**src/rtl/mst_fifo_pkg.sv**
```systemverilog
// mst_fifo_pkg: shared constants and sizing helpers for the multi-channel FIFO controller
package mst_fifo_pkg;

    localparam int DEF_DW = 36;
    localparam int DEF_AW = 14;

    function automatic int clog2(input int v);
        int r = 0;
        while ((1 << r) < v) r++;
        return r;
    endfunction

    function automatic int ch_depth(input logic mltcn, input int aw, input int nch);
        return mltcn ? (1 << aw) / nch : (1 << aw);
    endfunction

    function automatic int afull_thr(input logic mltcn, input int aw, input int nch, input int gap);
        return ch_depth(mltcn, aw, nch) - gap;
    endfunction

endpackage

```
**src/rtl/mst_ch_ptr.sv**
```systemverilog
// mst_ch_ptr: one channel's circular pointers, occupancy count, status flags and flush
module mst_ch_ptr
    import mst_fifo_pkg::*;
#(
    parameter int AW = DEF_AW
) (
    input  logic          clk,
    input  logic          rst_n,
    input  logic          i_en,
    input  logic [AW:0]   i_depth,
    input  logic [AW:0]   i_thr,
    input  logic          i_wr,
    input  logic          i_rd,
    input  logic          i_flush,
    output logic          o_wr_ok,
    output logic          o_rd_ok,
    output logic [AW-1:0] o_wr_ptr,
    output logic [AW-1:0] o_rd_ptr,
    output logic          o_nempt,
    output logic          o_afull,
    output logic          o_ovf,
    output logic          o_udf
);

    logic [AW:0]   r_cnt;
    logic [AW-1:0] r_wp, r_rp;
    logic          w_full, w_empty;
    logic [AW-1:0] w_mask;
    logic [AW:0]   w_cnt_nx;

    // A disabled channel looks permanently full and empty, so every request on it faults
    always_comb begin
        w_full   = !i_en || (r_cnt >= i_depth);
        w_empty  = !i_en || (r_cnt == '0);
        o_wr_ok  = i_wr && !w_full && !i_flush;
        o_rd_ok  = i_rd && !w_empty && !i_flush;
        w_mask   = i_depth[AW-1:0] - AW'(1);
        w_cnt_nx = i_flush ? '0 : r_cnt + (AW+1)'(o_wr_ok) - (AW+1)'(o_rd_ok);
        o_wr_ptr = r_wp;
        o_rd_ptr = r_rp;
    end

    always_ff @(posedge clk or negedge rst_n) begin
        if (!rst_n) begin
            r_cnt   <= '0;
            r_wp    <= '0;
            r_rp    <= '0;
            o_nempt <= 1'b0;
            o_afull <= 1'b0;
            o_ovf   <= 1'b0;
            o_udf   <= 1'b0;
        end else begin
            r_cnt   <= w_cnt_nx;
            r_wp    <= i_flush ? '0 : o_wr_ok ? (r_wp + AW'(1)) & w_mask : r_wp;
            r_rp    <= i_flush ? '0 : o_rd_ok ? (r_rp + AW'(1)) & w_mask : r_rp;
            o_nempt <= i_en && (w_cnt_nx != '0);
            o_afull <= !i_en || (w_cnt_nx >= i_thr);
            o_ovf   <= !i_flush && (o_ovf || (i_wr && w_full));
            o_udf   <= !i_flush && (o_udf || (i_rd && w_empty));
        end
    end

endmodule

```
**src/rtl/mst_mch_fifo_ctl.sv**
```systemverilog
// mst_mch_fifo_ctl: partitions one shared memory into NCH circular channel FIFOs;
// request decode, address mapping, read-valid pipeline and mode-change flush.
module mst_mch_fifo_ctl
    import mst_fifo_pkg::*;
#(
    parameter  int NCH       = 4,
    parameter  int DW        = DEF_DW,
    parameter  int AW        = DEF_AW,
    parameter  int AFULL_GAP = 4,
    localparam int CW        = clog2(NCH)
) (
    input  logic           clk,
    input  logic           rst_n,
    input  logic           mltcn,
    input  logic           fifowr,
    input  logic [CW-1:0]  fifowrid,
    input  logic [DW-1:0]  fifo_din,
    input  logic           fiford,
    input  logic [CW-1:0]  fifordid,
    input  logic [NCH-1:0] flush,
    output logic [DW-1:0]  fifo_dout,
    output logic           fifo_dval,
    output logic [NCH-1:0] fifonempt,
    output logic [NCH-1:0] fifoafull,
    output logic [NCH-1:0] fifoovf,
    output logic [NCH-1:0] fifoudf,
    output logic           mem_we,
    output logic [AW-1:0]  mem_wa,
    output logic [DW-1:0]  mem_d,
    output logic [AW-1:0]  mem_ra,
    input  logic [DW-1:0]  mem_q
);

    logic           r_mltcn, r_chg, r_dval;
    logic [AW:0]    w_depth, w_thr;
    logic [NCH-1:0] w_wr, w_rd, w_flush, w_wr_ok, w_rd_ok;
    logic [AW-1:0]  w_wp [NCH];
    logic [AW-1:0]  w_rp [NCH];

    function automatic logic [AW-1:0] map_addr(input logic m, input logic [CW-1:0] ch,
                                               input logic [AW-1:0] p);
        return m ? {ch, p[AW-CW-1:0]} : p;
    endfunction

    always_comb begin
        w_depth = (AW+1)'(ch_depth(r_mltcn, AW, NCH));
        w_thr   = (AW+1)'(afull_thr(r_mltcn, AW, NCH, AFULL_GAP));
    end

    // The cycle after a mode change flushes every channel and swallows all requests
    for (genvar c = 0; c < NCH; c++) begin : g_ch
        assign w_wr[c]    = rst_n && fifowr && (fifowrid == CW'(c)) && !r_chg;
        assign w_rd[c]    = rst_n && fiford && (fifordid == CW'(c)) && !r_chg;
        assign w_flush[c] = flush[c] || r_chg;
        mst_ch_ptr #(.AW(AW)) u_ch (
            .clk      (clk),
            .rst_n    (rst_n),
            .i_en     (r_mltcn || (c == 0)),
            .i_depth  (w_depth),
            .i_thr    (w_thr),
            .i_wr     (w_wr[c]),
            .i_rd     (w_rd[c]),
            .i_flush  (w_flush[c]),
            .o_wr_ok  (w_wr_ok[c]),
            .o_rd_ok  (w_rd_ok[c]),
            .o_wr_ptr (w_wp[c]),
            .o_rd_ptr (w_rp[c]),
            .o_nempt  (fifonempt[c]),
            .o_afull  (fifoafull[c]),
            .o_ovf    (fifoovf[c]),
            .o_udf    (fifoudf[c])
        );
    end

    always_comb begin
        mem_we    = |w_wr_ok;
        mem_wa    = mem_we ? map_addr(r_mltcn, fifowrid, w_wp[fifowrid]) : '0;
        mem_d     = mem_we ? fifo_din : '0;
        mem_ra    = (|w_rd_ok) ? map_addr(r_mltcn, fifordid, w_rp[fifordid]) : '0;
        fifo_dout = mem_q;
        fifo_dval = r_dval;
    end

    always_ff @(posedge clk or negedge rst_n) begin
        if (!rst_n) begin
            r_mltcn <= 1'b1;
            r_chg   <= 1'b0;
            r_dval  <= 1'b0;
        end else begin
            r_mltcn <= mltcn;
            r_chg   <= mltcn != r_mltcn;
            r_dval  <= |w_rd_ok;
        end
    end

endmodule

```
**config.mk**
```make
export PLATFORM = sky130hd
export DESIGN_NAME = mst_mch_fifo_ctl
export DESIGN_NICKNAME = d
export VERILOG_FILES = /design/src/rtl/mst_fifo_pkg.sv /design/src/rtl/mst_ch_ptr.sv /design/src/rtl/mst_mch_fifo_ctl.sv
export SDC_FILE = /design/constraint.sdc
export NUM_CORES = 1
export LEC_CHECK = 0
export ABC_CLOCK_PERIOD_IN_PS = 5700
export BUFFER_PORTS_ARGS = -buffer_cell sky130_fd_sc_hd__buf_2
export CAP_MARGIN = 20
export CORE_MARGIN = 2
export CORE_UTILIZATION = 28
export CTS_CLUSTER_DIAMETER = 60
export DETAILED_ROUTE_END_ITERATION = 8
export SLEW_MARGIN = 25
export SYNTH_ARGS = -nofsm -noshare
export SYNTH_HDL_FRONTEND = slang
export SYNTH_SLANG_ARGS = --single-unit
```
**constraint.sdc**
```tcl
create_clock -name clk -period 5.7 [get_ports clk]
set_clock_uncertainty 0.2 [all_clocks]
set_input_delay 0.285 -clock clk [delete_from_list [all_inputs] [get_ports clk]]
set_output_delay 0.285 -clock clk [all_outputs]
set_load 0.03 [all_outputs]
```
Word-level counts from Yosys, hierarchy flattened
Index checks and enable logic that the tools add are counted.
- flip-flop bits (word level): 191
- memories: 0
- word-level logic and storage cells: 216
- input port bits: 85
- bits in latches: 0
- memory bits (writable): 0
- ROM bits: 0
- output and inout port bits: 118
- $lt $le $gt $ge: 10
- reduce and logical (&&, ||, !) cells: 108
- bitwise operators: 10
- equality and inequality tests: 7
- divide/modulo/power cells: 0
- multipliers: 0
- muxes and demuxes: 32
- shift operators: 0
- $add $sub $neg: 18
- operator list (cell ; number):
    two-way mux 14 bit ; 24
    greater-or-equal comparator 15 bit ; 8
    adder 14 x 1 -> 14 bit, second input constant ; 8
    AND 14 bit ; 8
    two-way mux 15 bit ; 5
    adder 15 x 1 -> 15 bit ; 4
    logical NOT 15 bit ; 4
    nonzero test 15 bit ; 4
    subtractor 15 x 1 -> 15 bit ; 4
    binary-select mux 14 bit (select 2 bit) ; 2
    logical AND 1 bit ; 53
    two-way mux 36 bit ; 1
    logical OR 1 bit ; 21
    nonzero test 2 bit ; 8
    subtractor 15 x 3 -> 15 bit, second input constant ; 1
    logical NOT 1 bit ; 14
    subtractor 14 x 1 -> 14 bit, second input constant ; 1
    equality test 2 bit, second input constant ; 4
    OR reduction 4 bit ; 2
    greater-or-equal comparator 3 bit, second input constant ; 2
    inverter 2 -> 3 bit ; 2
    equality test 2 x 1 -> 1 bit, second input constant ; 2
    logical NOT 2 bit ; 2
    inequality test 1 bit ; 1

Logic depth before layout (Yosys ltp)
- word-level depth: 11
- depth in mapped cells: 25
- depth with buffers taken out: 24

Cells and area by module
A second synthesis with hierarchy kept.
- cell total of the unflattened synthesis: 2068
- area, all modules: 17877.1 sq um
- by module, submodules not included (module ; instances ; area each (sq um) ; seq. area each (sq um) ; cells each):
    mst_ch_ptr at g_ch[0].u_ch ... ; 3 ; 4040.1 ; 1176.1 ; 469
    mst_ch_ptr at g_ch[3].u_ch ; 1 ; 4061.4 ; 1176.1 ; 478
    mst_mch_fifo_ctl ; 1 ; 1695.4 ; 76.3 ; 183

Least setup slack after synthesis
No wires, ideal clock.
- path kind: reg2reg
- from: reg r_mltcn
- to: reg g_ch[0].u_ch.o_afull
- data arrival time: 4.868 ns
- data required time: 5.367 ns
- path buffers: 1
- setup time: 0.133 ns
- stages on the path, launching flop included: 24
- clock period less this slack: 5.201 ns
- path slack: 0.499 ns
- cell sequence: dfstp_2 ha_1 a311o_1 a21oi_1 and2_1 clkbuf_1 nand2_1 ha_1 inv_1 ha_1 inv_1 fa_1 and2b_1 o311ai_1 a211oi_1 o211ai_1 a21boi_0 o211a_1 ha_1 and3_1 and3_1 and4_1 nand4bb_1 o211ai_1
- cells in the longest elaborated chain, start to end: 9
- elaborated cells on any way between the ends: 10
- classes of those cells: add/sub: 3; order compare: 2; mux: 2; reduce/logical: 3
- ends and longest elaborated chain (element ; RTL line ; source):
    start: declaration ; mst_mch_fifo_ctl.sv:34 ; logic r_mltcn, r_chg, r_dval;
    start signal: assignment ; mst_mch_fifo_ctl.sv:90 ; r_mltcn <= mltcn;
    two-way mux 15 bit ; mst_fifo_pkg.sv:14 ; return mltcn ? (1 << aw) / nch : (1 << aw);
    greater-or-equal comparator 15 bit ; mst_ch_ptr.sv:33 ; w_full = !i_en || (r_cnt >= i_depth);
    logical NOT 1 bit ; mst_ch_ptr.sv:35 ; o_wr_ok = i_wr && !w_full && !i_flush;
    logical AND 1 bit (2 in a row) ; mst_ch_ptr.sv:35 ;
    adder 15 x 1 -> 15 bit ; mst_ch_ptr.sv:38 ; w_cnt_nx = i_flush ? '0 : r_cnt + (AW+1)'(o_wr_ok) - (AW+1)'(o_rd_ok);
    subtractor 15 x 1 -> 15 bit ; mst_ch_ptr.sv:38 ;
    two-way mux 15 bit ; mst_ch_ptr.sv:38 ;
    via g_ch[0].u_ch.w_cnt_nx[12] ; mst_ch_ptr.sv:29 ; logic [AW:0] w_cnt_nx;
    greater-or-equal comparator 15 bit ; mst_ch_ptr.sv:57 ; o_afull <= !i_en || (w_cnt_nx >= i_thr);
    end signal: assignment ; mst_ch_ptr.sv:57 ;
    end: declaration ; mst_ch_ptr.sv:20 ; output logic o_afull,
The timed path passes the listed nets, and every way through them passes these cells.
A chain may end at the register's enable or synchronous reset.

Worst setup path in the final report
- from: reg r_mltcn
- to: reg g_ch[2].u_ch.o_afull
- cells in the longest elaborated chain, start to end: 11
- elaborated cells on any way between the ends: 17
- classes of those cells: add/sub: 3; order compare: 2; mux: 2; reduce/logical: 10
- ends and longest elaborated chain (element ; RTL line):
    two-way mux 15 bit ; mst_fifo_pkg.sv:14
    greater-or-equal comparator 15 bit ; mst_ch_ptr.sv:33
    logical OR 1 bit ; mst_ch_ptr.sv:33
    logical NOT 1 bit ; mst_ch_ptr.sv:35
    logical AND 1 bit (2 in a row) ; mst_ch_ptr.sv:35
    adder 15 x 1 -> 15 bit ; mst_ch_ptr.sv:38
    subtractor 15 x 1 -> 15 bit (*) ; mst_ch_ptr.sv:38
    two-way mux 15 bit (*) ; mst_ch_ptr.sv:38
    via g_ch[2].u_ch.w_cnt_nx[12] ; mst_ch_ptr.sv:29
    greater-or-equal comparator 15 bit (*) ; mst_ch_ptr.sv:57
    logical OR 1 bit (*) ; mst_ch_ptr.sv:57
    end signal: assignment ; mst_ch_ptr.sv:57
    end: declaration ; mst_ch_ptr.sv:20
Mark *: on every way through the listed nets, which the timed path passes. The rest lies on a longest branch.

==> impl_metrics.toml <==
[timing]
hold_viol_final = 0
worst_pin_slew_ps = 911
period_share = 0.933
setup_violations = 0
slew_viol_final = 0
fmaxAchievable_mhz = 188
slew-limit-headroom = 0.393
min_period_ps = 5320
rsz0062_at_grt = "no"
fin_setup_tns_ps = 0
holdWs_ps = 53.1

[floorplanning]
core_um2 = 46400
die_w_um = 220
dieHeight_um = 220
start_util = 0.282
rows = 79
io_pins = 203
design.die.area_um2 = 48500

[setup_path]
critPathMaxFanout = 13
critPathRequiredTime_ps = 5890
startpoint_type = "flop"
end_kind = "flop"
r2r_slack_ps = 380
reg2reg_from = "r_mltcn"
criticalPathCategory = "flop to flop"
critPathLaunch = "r_mltcn"
arrival_ps = 5510

[worst_hold_path]
hold_class = "input port to flop"
worstHoldStart = "flush[3]"

[synth]
seq_area_frac_synth = 0.365
synth_commonest_cells = "190 x dfrtp_1, 180 x nor2_1, 115 x inv_1"
synthDistinctLibCells = 79
synth.most_common_cell = "dfrtp_1"
postSynth.asyncResetShare = 1.00
synth-seq-cells = 191
syn_avg_cell_area_um2 = 9.28
synth.top_cell.area_share = 0.363
syn-cell-area_um2 = 13100
yosysWarnings = 0
synth_ff_type = "dfrtp_1"
synth_edf_count = 0
synth_area_leaders = "dfrtp_1 36%, ha_1 10%, nor2_1 5.2%"
synth_fp_nets = 1606
syn_inst = 1409
synth_area_leader_cell = "dfrtp_1"

[clock_tree]
clkLatencyLatePin_ps = 450
cts_root_buf = "clkbuf_16"
cts_buffers = 17
clockBufferDepth = 2
clkSinkCount = 191
h-tree-depth = 4
tritoncts = "yes"
clkSlewWorstSetupHoldPaths_ps = 70

[routing]
drc = 0
wire_per_inst_um = 15.4
final_antenna_net_count = 0
finalWirelength_mm = 32.4
drt-initial-drc-count = 565
vias = 10300
avgViaCountPerCell = 4.85
drt-pass1-iter-count = 5

[power_and_ir_drop]
p_sw_frac = 0.359
p_seq_frac = 0.350
power.total_uw = 4280
combPwrFrac = 0.369
internal_power_uw = 2740
irDropWorstVdd_mv = 0.232
power_switching_uw = 1540
powerDensity_nw_per_um2 = 289
clock_power_share = 0.281
cellLeakagePower_uw = 0.00671

[status]
status = "completed"

[final_layout]
drive_above_1_share = 0.156
utilization = 0.320
syn2layout_area_growth_pct = 13.2
final.fill_count = 4716
n_antenna_cell = 0
fin_nets = 1689
area.sequential_um2 = 4780
multi_input_area_um2 = 7390

[global_routing]
grt_max_degree = 163
antenna_found_initial = 1
grt_overflow_total = 0
grt_first_pass_wirelength_mm = 52.2
grt_pass1_vias = 9901
grt_use_total = 0.135

[placement]
hpwl_mm = 24.5
gp_congestion = 0.843
io_buffers = 130

[job]
cap_violations = 0
worst paths after layout:
path,end,cells after the start
worst max-delay path,g_ch[2].u_ch.o_afull,20
worst min-delay path,g_ch[3].u_ch.r_cnt[9],4
worst max register to register,g_ch[2].u_ch.o_afull,20
worst min register to register,g_ch[1].u_ch.o_wr_ptr[13],1
max in group asynchronous,g_ch[0].u_ch.o_rd_ptr[5],3
min in group asynchronous,g_ch[0].u_ch.r_cnt[3],2
power by group through the flow:
stage / logic, uW / clock network, uW / registers (uW)
floorplan: 1260 / 0 / 1500
global placement: 1530 / 0 / 1520
detailed placement: 1540 / 0 / 1520
CTS: 1550 / 1240 / 1500
global route: 1770 / 1280 / 1510
finish: 1580 / 1200 / 1500
area by class of cell:
| type | count | share of cell area |
|---|---|---|
| clock buffers | 24 | 0.0332 |
| repair buffers | 155 | 0.0592 |
| clock inverters | 8 | 0.00557 |
| well taps | 607 | 0.0513 |
| multi-input cells | 1012 | 0.499 |
| inverters | 115 | 0.0291 |
| flip-flops and latches | 191 | 0.323 |
kinds of logic after synthesis:
family,synth area share
AOI/OAI and AO/OA,0.106
xor gates and xnor gates,0.0797
adders and majority gates,0.109
buffers and inverters,0.0747
DFF,0.365
muxes,0.0509
and+or+nand+nor,0.214
critical path: stages (launching register included):
cell and delay (ps):
dfstp_2 670, buf_12 180, ha_1 270, a2111oi_4 410
nand2_2 130, ha_1 280, inv_1 40, ha_1 210
fa_2 370, a211o_1 320, a31oi_4 210, o211ai_1 130
a221oi_2 350, o21ai_1 130, xnor2_1 140, nor2_1 90
ha_1 300, and4_1 160, nand4_1 80, or4_1 490
nand3_1 90
state kept, by name, indices dropped and copies added, names as in the netlist:
name,count
g_ch.u_ch.r_cnt,60
g_ch.u_ch.o_rd_ptr,56
g_ch.u_ch.o_wr_ptr,56
g_ch.u_ch.o_afull,4
g_ch.u_ch.o_nempt,4
g_ch.u_ch.o_ovf,4
g_ch.u_ch.o_udf,4
fifo_dval,1
r_chg,1
r_mltcn,1
layer usage:
| metal | global-route usage | routed length [um] |
|---|---|---|
| met5 | 0 | 16 |
| met2 | 0.212 | 15000 |
| met1 | 0.185 | 15500 |
| met3 | 0.0254 | 1200 |
| met4 | 0.0510 | 706 |
placed cells by master (no fill, tap or decap), drive strengths merged, types with 15 or more instances in the layout:
cell	n
dfrtp	190
nor2	180
buf	152
inv	116
ha	108
nand2	75
xor2	72
a21oi	69
nor2b	68
xnor2	47
nand3	36
o21ai	30
nor3	26
nand4	25
mux4	25
clkbuf	25
and3	21
or3	18
and2	18
and4	15
through the flow:
step	area [um^2]	instances	setup slack (ps)
3_3_place_gp	14100	2076	331
6_report	14800	2112	384
5_1_grt	14800	2112	21.4
4_1_cts	14700	2110	204
2_1_floorplan	13100	1409	499
3_5_place_dp	14100	2076	228
repair_timing:
action	CTS	global route
endpoints found under the setup margin	0	4
buffers inserted	0	2
hold buffers	2	0
endpoints found under the hold margin	45	0
resized for setup	0	11
(Power assumes the default switching activity.)
